==> config.mk <==
export PLATFORM = sky130hd
export DESIGN_NAME = parking_gate_ctrl
export DESIGN_NICKNAME = d
export VERILOG_FILES = /design/src/rtl/parking_pkg.sv /design/src/rtl/sensor_debounce.sv /design/src/rtl/parking_gate_ctrl.sv
export SDC_FILE = /design/constraint.sdc
export NUM_CORES = 1
export LEC_CHECK = 0
export CAP_MARGIN = 10
export CORE_UTILIZATION = 45
export CTS_BUF_LIST = sky130_fd_sc_hd__clkbuf_8
export DETAILED_ROUTE_END_ITERATION = 10
export PLACE_DENSITY_LB_ADDON = 0.2
export SYNTH_ARGS = -nofsm -noshare
export SYNTH_HDL_FRONTEND = slang
export SYNTH_SLANG_ARGS = --single-unit
==> constraint.sdc <==
create_clock -name clk -period 2.7 [get_ports clk]
set_input_delay 0.27 -clock clk [delete_from_list [all_inputs] [get_ports clk]]
set_output_delay 0.27 -clock clk [all_outputs]
set_load 0.02 [all_outputs]
==> src/rtl/parking_pkg.sv <==
// parking_pkg: shared lane-state type, vacancy width default and car-type encoding
package parking_pkg;
    typedef enum logic {IDLE = 1'b0, OPEN = 1'b1} lane_t;
    localparam int   CNT_W_DFLT = 11;
    localparam logic CAR_GEN    = 1'b0;
    localparam logic CAR_UNI    = 1'b1;
endpackage

==> src/rtl/sensor_debounce.sv <==
// sensor_debounce: 2-flop synchronizer + debouncer with a one-cycle rising-edge event
//   clk, rst_n : clock, asynchronous active-low reset
//   raw        : asynchronous sensor input
//   rise       : one-cycle pulse, the cycle after the debounced level goes high
module sensor_debounce #(
    parameter int DEBOUNCE_CYCLES = 4
) (
    input  logic clk,
    input  logic rst_n,
    input  logic raw,
    output logic rise
);
    logic       s1, s2, level;
    logic [3:0] cnt;
    always_ff @(posedge clk or negedge rst_n)
        if (!rst_n) begin
            s1    <= 1'b0;
            s2    <= 1'b0;
            level <= 1'b0;
            cnt   <= '0;
            rise  <= 1'b0;
        end else begin
            s1   <= raw;
            s2   <= s1;
            rise <= 1'b0;
            if (s2 == level)
                cnt <= '0;
            else if (cnt == 4'(DEBOUNCE_CYCLES - 1)) begin
                // this differing sample completes the run: accept the new level
                level <= s2;
                cnt   <= '0;
                rise  <= s2;
            end else
                cnt <= cnt + 4'd1;
        end
endmodule

==> src/rtl/parking_gate_ctrl.sv <==
// parking_gate_ctrl: entry/exit barrier controller producing Parking count events
//   clk, rst_n                    : clock, asynchronous active-low reset
//   ent_car_i/ent_uni_i/ent_pass_i: entry loop, card type, pass beam (raw)
//   ext_car_i/ext_uni_i/ext_pass_i: exit loop, card type, pass beam (raw)
//   vs, uvs                       : general / university vacancy from Parking
//   ci, uci, ce, uce              : one-cycle entry / exit count events
//   ent_gate_o, ext_gate_o        : barrier open commands
//   deny_o                        : one-cycle pulse on entry refused for lack of space
//   PARKING_GATE_TIMEOUT_EN       : when defined, an open barrier closes after OPEN_CYCLES
module parking_gate_ctrl
    import parking_pkg::*;
#(
    parameter int DEBOUNCE_CYCLES = 4,
    parameter int OPEN_CYCLES     = 20,
    parameter int CNT_W           = CNT_W_DFLT
) (
    input  logic             clk,
    input  logic             rst_n,
    input  logic             ent_car_i,
    input  logic             ent_uni_i,
    input  logic             ent_pass_i,
    input  logic             ext_car_i,
    input  logic             ext_uni_i,
    input  logic             ext_pass_i,
    input  logic [CNT_W-1:0] vs,
    input  logic [CNT_W-1:0] uvs,
    output logic             ci,
    output logic             uci,
    output logic             ce,
    output logic             uce,
    output logic             ent_gate_o,
    output logic             ext_gate_o,
    output logic             deny_o
);
    localparam logic [0:0] E_IDLE = IDLE;
    localparam logic [0:0] E_OPEN = OPEN;
    localparam logic [0:0] X_IDLE = IDLE;
    localparam logic [0:0] X_OPEN = OPEN;

    logic       ent_arr, ent_pass, ext_arr, ext_pass;
    logic [0:0] e_st, x_st;
    logic       e_uni, x_uni, e_to, x_to, ent_full;

    sensor_debounce #(.DEBOUNCE_CYCLES(DEBOUNCE_CYCLES)) u_ent_car  (.clk(clk), .rst_n(rst_n), .raw(ent_car_i),  .rise(ent_arr));
    sensor_debounce #(.DEBOUNCE_CYCLES(DEBOUNCE_CYCLES)) u_ent_pass (.clk(clk), .rst_n(rst_n), .raw(ent_pass_i), .rise(ent_pass));
    sensor_debounce #(.DEBOUNCE_CYCLES(DEBOUNCE_CYCLES)) u_ext_car  (.clk(clk), .rst_n(rst_n), .raw(ext_car_i),  .rise(ext_arr));
    sensor_debounce #(.DEBOUNCE_CYCLES(DEBOUNCE_CYCLES)) u_ext_pass (.clk(clk), .rst_n(rst_n), .raw(ext_pass_i), .rise(ext_pass));

    // vacancy is looked at only in the arrival-event cycle, with the live card type
    assign ent_full = (ent_uni_i == CAR_UNI) ? (uvs == '0) : (vs == '0);

`ifdef PARKING_GATE_TIMEOUT_EN
    localparam int TW = $clog2(OPEN_CYCLES + 1);
    logic [TW-1:0] e_tmr, x_tmr;
    always_ff @(posedge clk or negedge rst_n)
        if (!rst_n) begin
            e_tmr <= '0;
            x_tmr <= '0;
        end else begin
            e_tmr <= (e_st == E_OPEN) ? e_tmr - TW'(e_tmr != '0) : (ent_arr && !ent_full) ? TW'(OPEN_CYCLES) : '0;
            x_tmr <= (x_st == X_OPEN) ? x_tmr - TW'(x_tmr != '0) : ext_arr ? TW'(OPEN_CYCLES) : '0;
        end
    // expiry is taken on the edge that would bring the timer to zero
    assign e_to = e_tmr <= TW'(1);
    assign x_to = x_tmr <= TW'(1);
`else
    localparam int unused_open_cycles = OPEN_CYCLES;
    assign e_to = 1'b0;
    assign x_to = 1'b0;
`endif

    always_ff @(posedge clk or negedge rst_n)
        if (!rst_n) begin
            e_st       <= E_IDLE;
            e_uni      <= CAR_GEN;
            ent_gate_o <= 1'b0;
            ci         <= 1'b0;
            uci        <= 1'b0;
            deny_o     <= 1'b0;
        end else begin
            ci     <= 1'b0;
            uci    <= 1'b0;
            deny_o <= 1'b0;
            if (e_st == E_IDLE) begin
                if (ent_arr) begin
                    e_uni <= ent_uni_i;
                    if (ent_full)
                        deny_o <= 1'b1;
                    else begin
                        e_st       <= E_OPEN;
                        ent_gate_o <= 1'b1;
                    end
                end
            end else if (ent_pass) begin
                // a pass wins over a simultaneous timeout
                ci         <= e_uni == CAR_GEN;
                uci        <= e_uni == CAR_UNI;
                e_st       <= E_IDLE;
                ent_gate_o <= 1'b0;
            end else if (e_to) begin
                e_st       <= E_IDLE;
                ent_gate_o <= 1'b0;
            end
        end

    always_ff @(posedge clk or negedge rst_n)
        if (!rst_n) begin
            x_st       <= X_IDLE;
            x_uni      <= CAR_GEN;
            ext_gate_o <= 1'b0;
            ce         <= 1'b0;
            uce        <= 1'b0;
        end else begin
            ce  <= 1'b0;
            uce <= 1'b0;
            if (x_st == X_IDLE) begin
                if (ext_arr) begin
                    x_uni      <= ext_uni_i;
                    x_st       <= X_OPEN;
                    ext_gate_o <= 1'b1;
                end
            end else if (ext_pass) begin
                ce         <= x_uni == CAR_GEN;
                uce        <= x_uni == CAR_UNI;
                x_st       <= X_IDLE;
                ext_gate_o <= 1'b0;
            end else if (x_to) begin
                x_st       <= X_IDLE;
                ext_gate_o <= 1'b0;
            end
        end
endmodule

==> impl_metrics.py <==
metrics = {
    "place": {
        "dp_hpwl_um": 1940,
        "io_buffer_count": 36,
        "gp_congestion": 0.688,
        "dp_slack_ns": 1.25,
    },
    "synth": {
        "syn_area_um2": 1660,
        "syn_inst": 123,
        "synth_nets": 157,
        "ys_seq_area_frac": 0.648,
        "ys_ff_latch": 43,
        "avgSynthCellArea_um2": 13.5,
        "yosys_warnings": 0,
        "ys_types": 25,
    },
    "cts": {
        "post_cts_buffers": 0,
        "clkTransAtPathRegs_ns": 0.08,
        "cts_tree": "yes",
        "cts_hold_buf": 0,
        "cts_sinks": 43,
        "numCtsBuffers": 5,
        "cts_htree_levels": 2,
        "cts_resized": 0,
        "clk_path_buf_depth": 2,
        "cts-root-buf": "clkbuf_8",
        "clk_latency_ns": 0.28,
    },
    "cells_and_area": {
        "area_growth_pct": 30.1,
        "nets": 200,
        "layout-drive-gt1-share": 0.108,
        "diodes": 0,
        "final_cell_mix": "dfrtp_1, clkdlybuf4s50_1, nor2_1",
        "final_common_cell": "dfrtp_1",
    },
    "sta": {
        "worst_pin_slew_ns": 0.889,
        "setup_slack_ns": 1.16,
        "tns_ns": 0,
        "setup_viol": 0,
        "timing.final.crit_period_ns": 1.54,
        "finalClockSkew_ns": 0.00768,
        "hold_violations": 0,
        "slew_viol_final": 0,
        "rsz0062_at_grt": "false",
        "fmax_ghz": 0.649,
        "layout_worst_path_cycle_share": 0.571,
        "relSlewSlack": 0.407,
    },
    "floorplan": {
        "die_w_um": 62.8,
        "start_util": 0.483,
        "die_y_um": 62.8,
        "io_pins": 37,
        "row_count": 21,
        "die-area_um2": 3940,
        "core_area_um2": 3440,
    },
    "critical_path": {
        "cpLargestDelayFamily": "buffers and inverters",
        "crit_type": "flop to output port",
        "critPathRequiredTime_ns": 2.43,
        "critical-path-slowest-cell": "clkdlybuf4s50_1",
        "path_cells": "clkdlybuf4s50_1",
        "end_kind": "output port",
        "crit_fanout": 3,
        "max_stage_delay_ns": 0.62,
        "arrival_ns": 1.27,
        "start_kind": "flop",
        "worst-path-buf-inv": 1,
    },
    "power": {
        "vdd_drop_max_mv": 0.584,
        "powerDensity_nw_per_um2": 735,
        "power.leakage_nw": 0.971,
    },
    "global_routing": {
        "grt_pass1_wl_um": 4660,
        "antenna_found_initial": 0,
        "grt_pass1_vias": 1076,
        "grt.overflow.total": 0,
        "grt_max_degree": 44,
        "track_usage": 0.153,
    },
    "outcome": {
        "status": "complete, no violations",
    },
    "detailed_routing": {
        "drc": 0,
        "vias": 1051,
        "dr.first_iter.drc_count": 29,
        "via_per_inst": 4.96,
        "drt-total-wl_um": 2570,
        "ant_nets": 0,
        "dr.pass1.iters": 4,
        "wl_per_cell_um": 12.1,
    },
    "min_path": {
        "hp-class": "input port to async pin",
    },
    "flow_run": {
        "maxCapViolCount": 0,
    },
}
[cells by family after synthesis]
group	Yosys count	synth area share
buffers and inverters	3	0.00678
AOI/OAI and AO/OA	9	0.0301
and+or+nand+nor	49	0.196
muxes	7	0.0474
adders and majority gates	4	0.0301
DFF	43	0.648
xor gates and xnor gates	8	0.0422
[layout make-up]
type	count	area (um^2)
Tap cell	46	57.6
Clock inverter	1	5.00
Fill cell	261	1280
Inverter	3	11.3
Clock buffer	6	82.6
Timing Repair Buffer	36	355
Multi-Input combinational cell	77	574
Sequential cell	43	1080
[cell usage after synthesis]
| master | number | area share |
|---|---|---|
| o22ai_1 | 2 | 0.0075 |
| nor2b_1 | 5 | 0.019 |
| nor3_1 | 5 | 0.015 |
| mux2_1 | 4 | 0.027 |
| o21ai_1 | 1 | 0.0030 |
| nor4b_2 | 1 | 0.0090 |
| a21oi_1 | 4 | 0.012 |
| nor3b_2 | 4 | 0.030 |
| nor4_2 | 2 | 0.015 |
| ha_1 | 4 | 0.030 |
| inv_1 | 3 | 0.0068 |
| and3b_1 | 4 | 0.021 |
| mux2_2 | 3 | 0.020 |
| o21a_1 | 1 | 0.0045 |
| and3_1 | 2 | 0.0075 |
| xor2_1 | 4 | 0.021 |
| nor2_1 | 7 | 0.016 |
| dfrtp_1 | 43 | 0.65 |
| nand2b_1 | 3 | 0.011 |
| nand3b_1 | 3 | 0.014 |
| o21ai_0 | 1 | 0.0030 |
| nand2_1 | 4 | 0.0090 |
| xnor2_1 | 4 | 0.021 |
| nand3_1 | 6 | 0.018 |
| nor4_1 | 3 | 0.011 |
[through the flow]
stage / hold WS [ns] / instances / power (W) / cell area (um^2) / util
finish: 0.111 / 212 / 0.00159 / 2160 / 0.628
floorplan: -0.0256 / 123 / 0.00108 / 1660 / -
CTS: 0.143 / 212 / 0.00162 / 2160 / 0.628
global placement: 0.335 / 205 / 0.00119 / 2070 / 0.603
global route: 0.194 / 212 / 0.00169 / 2160 / 0.628
detailed placement: 0.335 / 205 / 0.00122 / 2070 / 0.603
[path summary, 6_finish.rpt]
kind	start	end	slack [ns]	cells past startpoint
worst max-delay path	ext_gate_o	ext_gate_o	1.16	1
worst min-delay path	rst_n	u_ext_pass.cnt[2]	0.11	1
worst max register to register	u_ext_pass.cnt[0]	u_ext_pass.level	1.42	3
worst min register to register	u_ext_pass.s1	u_ext_pass.s2	0.35	0
max in group asynchronous	rst_n	u_ent_pass.cnt[2]	2.03	1
min in group clk	u_ext_pass.s1	u_ext_pass.s2	0.35	0
[per-layer routing]
layer | wire length [um] | GRT usage | up-vias
li1 | - | - | 513
met1 | 1050 | 0.170 | 513
met2 | 1410 | 0.279 | 21
met3 | 91 | 0.0529 | 4
met4 | 23 | 0.0378 | 0
met5 | 0 | 0 | -
[state kept, by name, summed over array words and instances (netlist names), 4 cells and up]
signal / cells
u_ent_car.cnt: 4
u_ent_pass.cnt: 4
u_ext_car.cnt: 4
u_ext_pass.cnt: 4
[report_power, final]
| part | total, W | internal, W | switching (W) |
|---|---|---|---|
| clock network | 0.000389 | 0.000200 | 0.000188 |
| logic | 0.000334 | 0.000189 | 0.000145 |
| registers | 0.000867 | 0.000775 | 0.0000921 |
| total | 0.00159 | 0.00116 | 0.000425 |
(Power assumes the default switching activity.)
